$ cat src/rtl/bank_sequencer.sv
// Bank sequencer: holds the execution and indirect bank registers and tracks
// (zp),Y opcodes so the indirect bank is driven on ba during the T4/T5 cycles.
module bank_sequencer (
   input  logic        clk,
   input  logic        reset,
   input  logic        sync,
   input  logic        rw,
   input  logic        rdy,
   input  logic [15:0] addr,
   input  logic [7:0]  data_in,
   output logic [3:0]  ba,
   output logic [7:0]  data_out,
   output logic        data_oe,
   output logic        ind_cycle
);

   typedef enum logic [2:0] {
      IDLE,
      T1,
      T2,
      T3,
      IND
   } state_t;

   localparam logic [7:0] OP_STA_IND_Y = 8'h91;
   localparam logic [7:0] OP_LDA_IND_Y = 8'hB1;

   state_t     state_q, state_d;
   logic [3:0] exec_bank_q, exec_bank_d;
   logic [3:0] ind_bank_q, ind_bank_d;

   logic cycle_done;
   logic sel_exec;
   logic sel_ind;
   logic is_ind_op;

   // Bus cycle completion and register address decode
   always_comb begin
      cycle_done = rdy | ~rw;
      sel_exec   = (addr == 16'h0000);
      sel_ind    = (addr == 16'h0001);
      is_ind_op  = (data_in == OP_STA_IND_Y) | (data_in == OP_LDA_IND_Y);
   end

   // Bank register writes, decoded on address alone
   always_comb begin
      exec_bank_d = exec_bank_q;
      ind_bank_d  = ind_bank_q;
      if (cycle_done && !rw) begin
         if (sel_exec) exec_bank_d = data_in[3:0];
         if (sel_ind)  ind_bank_d  = data_in[3:0];
      end
   end

   // Opcode sequencer: count T1..T3 after a (zp),Y fetch, then sit in IND
   always_comb begin
      state_d = state_q;
      if (cycle_done) begin
         if (sync) begin
            state_d = is_ind_op ? T1 : IDLE;
         end else begin
            case (state_q)
               IDLE:    state_d = IDLE;
               T1:      state_d = T2;
               T2:      state_d = T3;
               T3:      state_d = IND;
               IND:     state_d = IND;
               default: state_d = IDLE;
            endcase
         end
      end
   end

   // State and bank registers
   always_ff @(posedge clk or posedge reset) begin
      if (reset) begin
         state_q     <= IDLE;
         exec_bank_q <= 4'hF;
         ind_bank_q  <= 4'hF;
      end else begin
         state_q     <= state_d;
         exec_bank_q <= exec_bank_d;
         ind_bank_q  <= ind_bank_d;
      end
   end

   // Bank output; the sync cycle leaving IND already shows exec_bank
   always_comb begin
      ind_cycle = (state_q == IND) & ~sync;
      ba        = ind_cycle ? ind_bank_q : exec_bank_q;
   end

   // Register read-back
   always_comb begin
      data_oe  = rw & (sel_exec | sel_ind);
      data_out = 8'h00;
      if (data_oe) begin
         data_out = sel_exec ? {4'h0, exec_bank_q} : {4'h0, ind_bank_q};
      end
   end

endmodule

$ cat config.mk
export PLATFORM = sky130hd
export DESIGN_NAME = bank_sequencer
export DESIGN_NICKNAME = d
export VERILOG_FILES = /design/src/rtl/bank_sequencer.sv
export SDC_FILE = /design/constraint.sdc
export NUM_CORES = 1
export LEC_CHECK = 0
export ABC_AREA = 1
export CELL_PAD_IN_SITES_DETAIL_PLACEMENT = 2
export CELL_PAD_IN_SITES_GLOBAL_PLACEMENT = 2
export CORE_MARGIN = 10
export CORE_UTILIZATION = 29
export CTS_BUF_LIST = sky130_fd_sc_hd__clkbuf_4 sky130_fd_sc_hd__clkbuf_8 sky130_fd_sc_hd__clkbuf_16
export CTS_CLUSTER_SIZE = 40
export DETAILED_ROUTE_END_ITERATION = 10
export DONT_BUFFER_PORTS = 1
export PLACE_DENSITY_LB_ADDON = 0.1
export SLEW_MARGIN = 20
export SYNTH_ARGS = -nofsm -noshare
export SYNTH_HDL_FRONTEND = slang
export SYNTH_SLANG_ARGS = --single-unit
$ cat constraint.sdc
create_clock -name clk -period 1.7 [get_ports clk]
set_input_delay 0.425 -clock clk [delete_from_list [all_inputs] [get_ports clk]]
set_output_delay 0.425 -clock clk [all_outputs]
set_load 0.01 [all_outputs]
==> results of run 1 <==
what timing repair did:
item                       CTS  global route
buffers inserted             5             6
setup endpoints to repair    9            10
gates cloned                 0             0
pin swaps                    6            10
resized for setup           18            28
kinds of logic after synthesis:
kind of cell	after synthesis
other	1
DFF	11
and+or+nand+nor	71
AOI/OAI and AO/OA	15
buffers and inverters	22
report_power, final:
| part | switching, mW | internal (mW) | leakage, nW | total, mW |
|---|---|---|---|---|
| Combinational | 0.0273 | 0.0164 | 0.356 | 0.0437 |
| Sequential | 0.000278 | 0.263 | 0.125 | 0.263 |
| Clock | 0.0806 | 0.106 | 0.0184 | 0.187 |
worst max-delay path: cells and delay by family, from the launching register on:
| family | cells | cell delay, ns |
|---|---|---|
| compound gates | 1 | 0.07 |
| flops | 1 | 0.39 |
| buf+inv | 1 | 0.15 |
| simple gates | 3 | 0.42 |
routing by layer:
metal	up-vias	global-route usage
li1	397	-
met1	384	0.110
met2	29	0.155
met3	2	0.0531
met4	0	0.0258
met5	-	0
layout by cell type, fill, tap and decap left out:
cell,instances
nand2_1,24
nor2_4,16
inv_1,14
buf_4,14
nand2_2,13
o21ai_0,10
dfstp_2,8
nor2_1,6
nand3_1,6
inv_2,4
conb_1,4
clkbuf_4,4
dfrtp_1,3
nand2_4,2
nor2_2,2
o21ai_2,2
nand4_1,1
a22oi_1,1
o31ai_1,1
a21oi_1,1
nand3_2,1
buf_12,1
sequential cells by signal, summed over array words and instances (netlist names):
register and cells:
state_q 3, exec_bank_q 4, ind_bank_q 4
through the flow:
step                      utilization  cells  hold slack (ns)  area (µm²)
final                           0.434    168           0.0425        1100
after detailed placement        0.336    153            0.340         856
after CTS                       0.381    162           0.0537         968
after global placement          0.336    153            0.330         856
after floorplan                     -    123            0.272         806
after global routing            0.434    168           0.0495        1100
path summary, 6_finish.rpt:
check / start / to / slack, ns / depth (start not counted)
max in group asynchronous: reset / ind_bank_q[1] / 1.33 / 1
min in group clk: data_in[1] / exec_bank_q[1] / 0.26 / 2
worst min-delay path: reset / state_q[0] / 0.04 / 1
worst max register to register: state_q[0] / state_q[2] / 0.61 / 5
worst min register to register: exec_bank_q[1] / exec_bank_q[1] / 0.51 / 2
worst max-delay path: state_q[0] / ba[0] / -0.009 / 5
final cells by class:
| class | instances | share of cell area |
|---|---|---|
| inverters | 18 | 0.0612 |
| flip-flops and latches | 11 | 0.259 |
| well taps | 30 | 0.0340 |
| repair buffers | 15 | 0.113 |
| clock buffers | 4 | 0.0272 |
| multi-input cells | 90 | 0.506 |
==> flow_metrics.py, run 1 <==
metrics = {
    "final_layout": {
        "multi_input_area_um2": 558,
        "area_growth_pct": 38.9,
        "n_antenna_cell": 0,
        "ff_latch_area_um2": 285,
        "fillers": 301,
        "drive_gt1_frac": 0.486,
        "fin_nets": 168,
    },
    "global_route": {
        "grt_pass1_vias": 887,
        "grt_max_degree": 12,
        "grt_pass1_wl_mm": 4.20,
        "grt_overflow": 0,
        "antenna_found_initial": 0,
        "track_usage": 0.0974,
    },
    "worst_setup_path": {
        "path_cells": "nor2_2 -> nand2_2 -> nor2_4 -> buf_4 -> o21ai_2",
        "cp-end-kind": "output pin",
        "cpPeakStageDelay_ns": 0.39,
        "arrival_ns": 1.28,
        "cpMaxStageDelayCell": "dfrtp_1",
        "startpoint_type": "flop",
        "path_class": "reg2out",
        "required_ns": 1.27,
        "path_max_fanout": 8,
    },
    "synth": {
        "ys.warnings.count": 0,
        "synth_edf_count": 0,
        "yosys.area_share.simple": 0.413,
        "synth_area_um2": 795,
        "synthMuxAreaShare": 0,
        "ys.flop_type": "dfstp_2",
        "ys_seq_area_frac": 0.359,
        "synth.distinct_cells": 18,
        "yosysTopAreaCellShare": 0.265,
        "ys_top_cells_by_count": "nand2_1 (36), nor2_1 (19), inv_1 (18)",
        "syn_inst": 120,
        "syn_area_per_cell_um2": 6.62,
        "synth-seq-cells": 11,
        "synth_compound_area_frac": 0.101,
        "yosys.cell_count.top_type": "nand2_1",
        "yosys.area.top_type": "dfstp_2",
        "async_reset_ff_frac": 1.00,
        "synthAdderAreaFrac": 0,
        "synth_top_family_by_area": "simple AND/OR/NAND/NOR gates",
        "ys_top_cells_by_area": "dfstp_2 (26%), nand2_1 (17%), dfrtp_1 (9.4%)",
        "synth_xor_area_frac": 0,
    },
    "run_status": {
        "run_status": "finished, violations left",
        "violations": "negative setup slack",
    },
    "die": {
        "core-area_um2": 2540,
        "die_w_um": 72.3,
        "die_area_um2": 5230,
        "ios": 43,
        "rows": 18,
        "initial_core_util": 0.312,
        "die_y_um": 72.3,
    },
    "power": {
        "power_density_nw_per_um2": 448,
        "p_leak_nw": 0.499,
        "irDropWorstVdd_uv": 367,
        "total_power_uw": 494,
    },
    "clock_network": {
        "cts_hold_buffers": 0,
        "cts-buffers-inserted": 3,
        "clk_pin_slew_ns": 0.07,
        "clkLatencyLatePin_ns": 0.26,
        "cts_tree": "yes",
        "clock-sinks": 11,
        "htreeDepth": 1,
        "root_buffer": "clkbuf_4",
        "clk_path_buf_depth": 2,
    },
    "sta": {
        "period_needed_ns": 1.71,
        "finalHoldViolations": 0,
        "fmax_ghz": 0.585,
        "skew_ns": 0.000189,
        "finalMaxSlewViolations": 0,
        "period_share": 1.01,
        "layout_setup_ws_ns": -0.00937,
        "rsz0062_at_grt": "true",
        "setup-violations-final": 2,
        "setup_tns_ns": -0.0161,
    },
    "routing": {
        "dr_total_vias": 812,
        "ant_nets": 0,
        "wl_met2_mm": 1.30,
        "met1_length_mm": 1.07,
        "drc": 0,
        "dr_wl_met3_um": 284,
        "viasPerCell": 4.83,
        "highest_layer": "met4",
        "wl_per_cell_um": 15.9,
        "drt_iter0_markers": 13,
        "dr.pass1.iters": 4,
        "wirelength_mm": 2.67,
    },
    "placed_design": {
        "place_hpwl_mm": 2.07,
        "pre_cts_ws_ns": -0.0304,
        "portBuffers": 0,
        "place.gp.congestion": 0.686,
    },
    "min_path": {
        "hold_path_class": "in2async",
    },
    "flow_run": {
        "cap_viol_max_count": 0,
    },
}
No activity file was read; power rests on OpenSTA's default activity.
==> run 2, diff against run 1 <==
--- a/config.mk
+++ b/config.mk
@@ -5,11 +5,11 @@
 export SDC_FILE = /design/constraint.sdc
 export NUM_CORES = 1
 export LEC_CHECK = 0
-export ABC_AREA = 1
+export ABC_AREA = 0
 export CELL_PAD_IN_SITES_DETAIL_PLACEMENT = 2
 export CELL_PAD_IN_SITES_GLOBAL_PLACEMENT = 2
 export CORE_MARGIN = 10
-export CORE_UTILIZATION = 29
+export CORE_UTILIZATION = 32
 export CTS_BUF_LIST = sky130_fd_sc_hd__clkbuf_4 sky130_fd_sc_hd__clkbuf_8 sky130_fd_sc_hd__clkbuf_16
 export CTS_CLUSTER_SIZE = 40
 export DETAILED_ROUTE_END_ITERATION = 10
==> run 2 against run 1 <==
  * The flow still finishes with violations (negative setup slack)
  * First-iteration DRC count shrank 31%
  * Sequential share of layout area up 6.4 points
  * Hold slack got worse by 0.015 ns
  * Global-route usage shrank 0.13 points
  * Core utilization increased by 0.89 points
  * Wire length decreased by 21%
  * Synthesized area shrank 14%
  * Fmax fell by 6.9%
  * Sequential power up 4%
  * Final cell count shrank 39%
  * Critical path type unchanged
==> flow_metrics.py, run 2 <==
metrics = {
    "power": {
        "total_power_uw": 518,
        "irDropWorstVdd_uv": 321,
        "p_leak_nw": 0.356,
        "power_density_nw_per_um2": 585,
    },
    "routing": {
        "drc": 0,
        "ant_nets": 0,
        "wl_per_cell_um": 20.8,
        "wirelength_mm": 2.12,
        "dr.pass1.iters": 2,
        "dr_total_vias": 537,
        "drt_iter0_markers": 9,
        "viasPerCell": 5.26,
    },
    "clock_network": {
        "clk_path_buf_depth": 2,
        "clk_pin_slew_ns": 0.07,
        "cts_tree": "yes",
        "clock-sinks": 11,
        "htreeDepth": 1,
        "cts_hold_buffers": 0,
        "clkLatencyLatePin_ns": 0.26,
        "cts-buffers-inserted": 3,
        "root_buffer": "clkbuf_4",
    },
    "global_route": {
        "grt_overflow": 0,
        "grt_max_degree": 12,
        "antenna_found_initial": 0,
        "track_usage": 0.0961,
        "grt_pass1_vias": 619,
        "grt_pass1_wl_mm": 3.34,
    },
    "placed_design": {
        "placed_area_um2": 739,
        "pre_cts_ws_ns": -0.0775,
        "place.gp.congestion": 0.652,
        "place_hpwl_mm": 1.69,
        "placed_cells": 95,
        "portBuffers": 0,
    },
    "die": {
        "rows": 16,
        "die_area_um2": 4380,
        "core-area_um2": 2000,
        "die_y_um": 66.2,
        "ios": 43,
        "initial_core_util": 0.341,
        "die_w_um": 66.2,
    },
    "worst_setup_path": {
        "cpMaxStageDelayCell": "dfrtp_1",
        "r2r_start": "state_q[0]",
        "worst-path-buf-inv": 0,
        "path_cells": "nor3_2 -> and2_4 -> mux2_4",
        "r2r-end": "state_q[0]",
        "crit_family": "simple AND/OR/NAND/NOR gates",
        "path_class": "reg2out",
        "reg2regPathDepth": 4,
        "cpPeakStageDelay_ns": 0.40,
        "crit_cells": 3,
        "cp-end-kind": "output pin",
        "startpoint_type": "flop",
        "arrival_ns": 1.41,
        "path_max_fanout": 5,
        "required_ns": 1.27,
        "rrSetupSlack_ns": 0.58,
    },
    "synth": {
        "syn_area_per_cell_um2": 10.3,
        "ys.warnings.count": 0,
        "async_reset_ff_frac": 1.00,
        "synth-seq-cells": 11,
        "yosys.cell_count.top_type": "mux2_2",
        "synth.distinct_cells": 23,
        "ys_top_cells_by_count": "mux2_2 (12), dfstp_2 (8), nor2_1 (7)",
        "synth_edf_count": 0,
        "yosysTopAreaCellShare": 0.308,
        "ys.flop_type": "dfstp_2",
        "syn_inst": 66,
        "ys_top_cells_by_area": "dfstp_2 (31%), mux2_2 (20%), dfrtp_1 (11%)",
        "synth_area_um2": 682,
        "ys_seq_area_frac": 0.418,
        "yosys.area.top_type": "dfstp_2",
    },
    "final_layout": {
        "top_regs": "exec_bank_q (4), ind_bank_q (4), state_q (3)",
        "fin_nets": 105,
        "final_util": 0.443,
        "n_antenna_cell": 0,
        "final_cell_mix": "mux2_2 (8), dfstp_2 (8), buf_4 (7)",
        "drive_gt1_frac": 0.600,
        "area_growth_pct": 29.9,
        "fin_cells": 102,
        "fin_area_um2": 886,
    },
    "sta": {
        "layout_setup_ws_ns": -0.136,
        "period_needed_ns": 1.84,
        "finalHoldViolations": 0,
        "skew_ns": 0.0000695,
        "period_share": 1.08,
        "rsz0062_at_grt": "true",
        "setup-violations-final": 9,
        "setup_tns_ns": -0.733,
        "finalMaxSlewViolations": 0,
        "whs_ns": 0.0278,
        "fmax_ghz": 0.545,
    },
    "min_path": {
        "hold_path_class": "in2async",
    },
    "run_status": {
        "run_status": "finished, violations left",
        "violations": "negative setup slack",
    },
    "flow_run": {
        "cap_viol_max_count": 0,
    },
}
-- run 2: cell types whose count changed in the layout (fill, tap and decap cells not counted), moves of 5 or more --
cell     change
nand3_1      -5
o21ai_0      -6
nor2_4      -12
inv_1       -11
nand2_2     -13
mux2_2       +8
buf_4        -7
nand2_1     -24
-- run 2: cell type report --
class                   count  area (µm²)
inverters                   4        17.5
multi-input cells          48         455
fillers                   212        1120
flip-flops and latches     11         285
well taps                  27        33.8
clock buffers               4        30.0
repair buffers              8        63.8
-- run 2: logic make-up (layout without fill, tap and decap cells) --
family	after synthesis	count (layout)	share of synthesized area
muxes	16	16	0.257
AOI/OAI and AO/OA	6	6	0.0477
and+or+nand+nor	22	22	0.195
buffers and inverters	10	16	0.0771
DFF	11	11	0.418
other	1	4	0.00550
-- run 2: worst max path at each step --
stage / end / startpoint / slack (ns)
6_report: ba[1] / state_q[1] / -0.14
3_3_place_gp: data_out[1] / addr[1] / -0.05
3_5_place_dp: data_out[1] / addr[5] / -0.08
5_1_grt: ba[1] / state_q[1] / -0.19
4_1_cts: ba[0] / state_q[1] / -0.14
2_1_floorplan: data_out[0] / addr[5] / -0.008
-- run 2: routing by layer --
layer	wire, µm	up-vias	global-route usage
met5	0	-	0
met4	8	0	0.0314
met3	311	2	0.0559
met2	979	30	0.151
met1	818	262	0.106
li1	-	243	-
-- run 2: repair_timing --
| action | 4_1_cts | 5_1_grt |
|---|---|---|
| resized for setup | 18 | 2 |
| setup endpoints to repair | 10 | 10 |
| setup buffers | 2 | 1 |
| pin swaps | 9 | 2 |
-- run 2: where the power goes --
part / total, mW / internal (mW) / switching (mW)
sequential: 0.274 / 0.269 / 0.00504
combinational: 0.0517 / 0.0249 / 0.0268
clock: 0.192 / 0.107 / 0.0857
total: 0.518 / 0.400 / 0.118
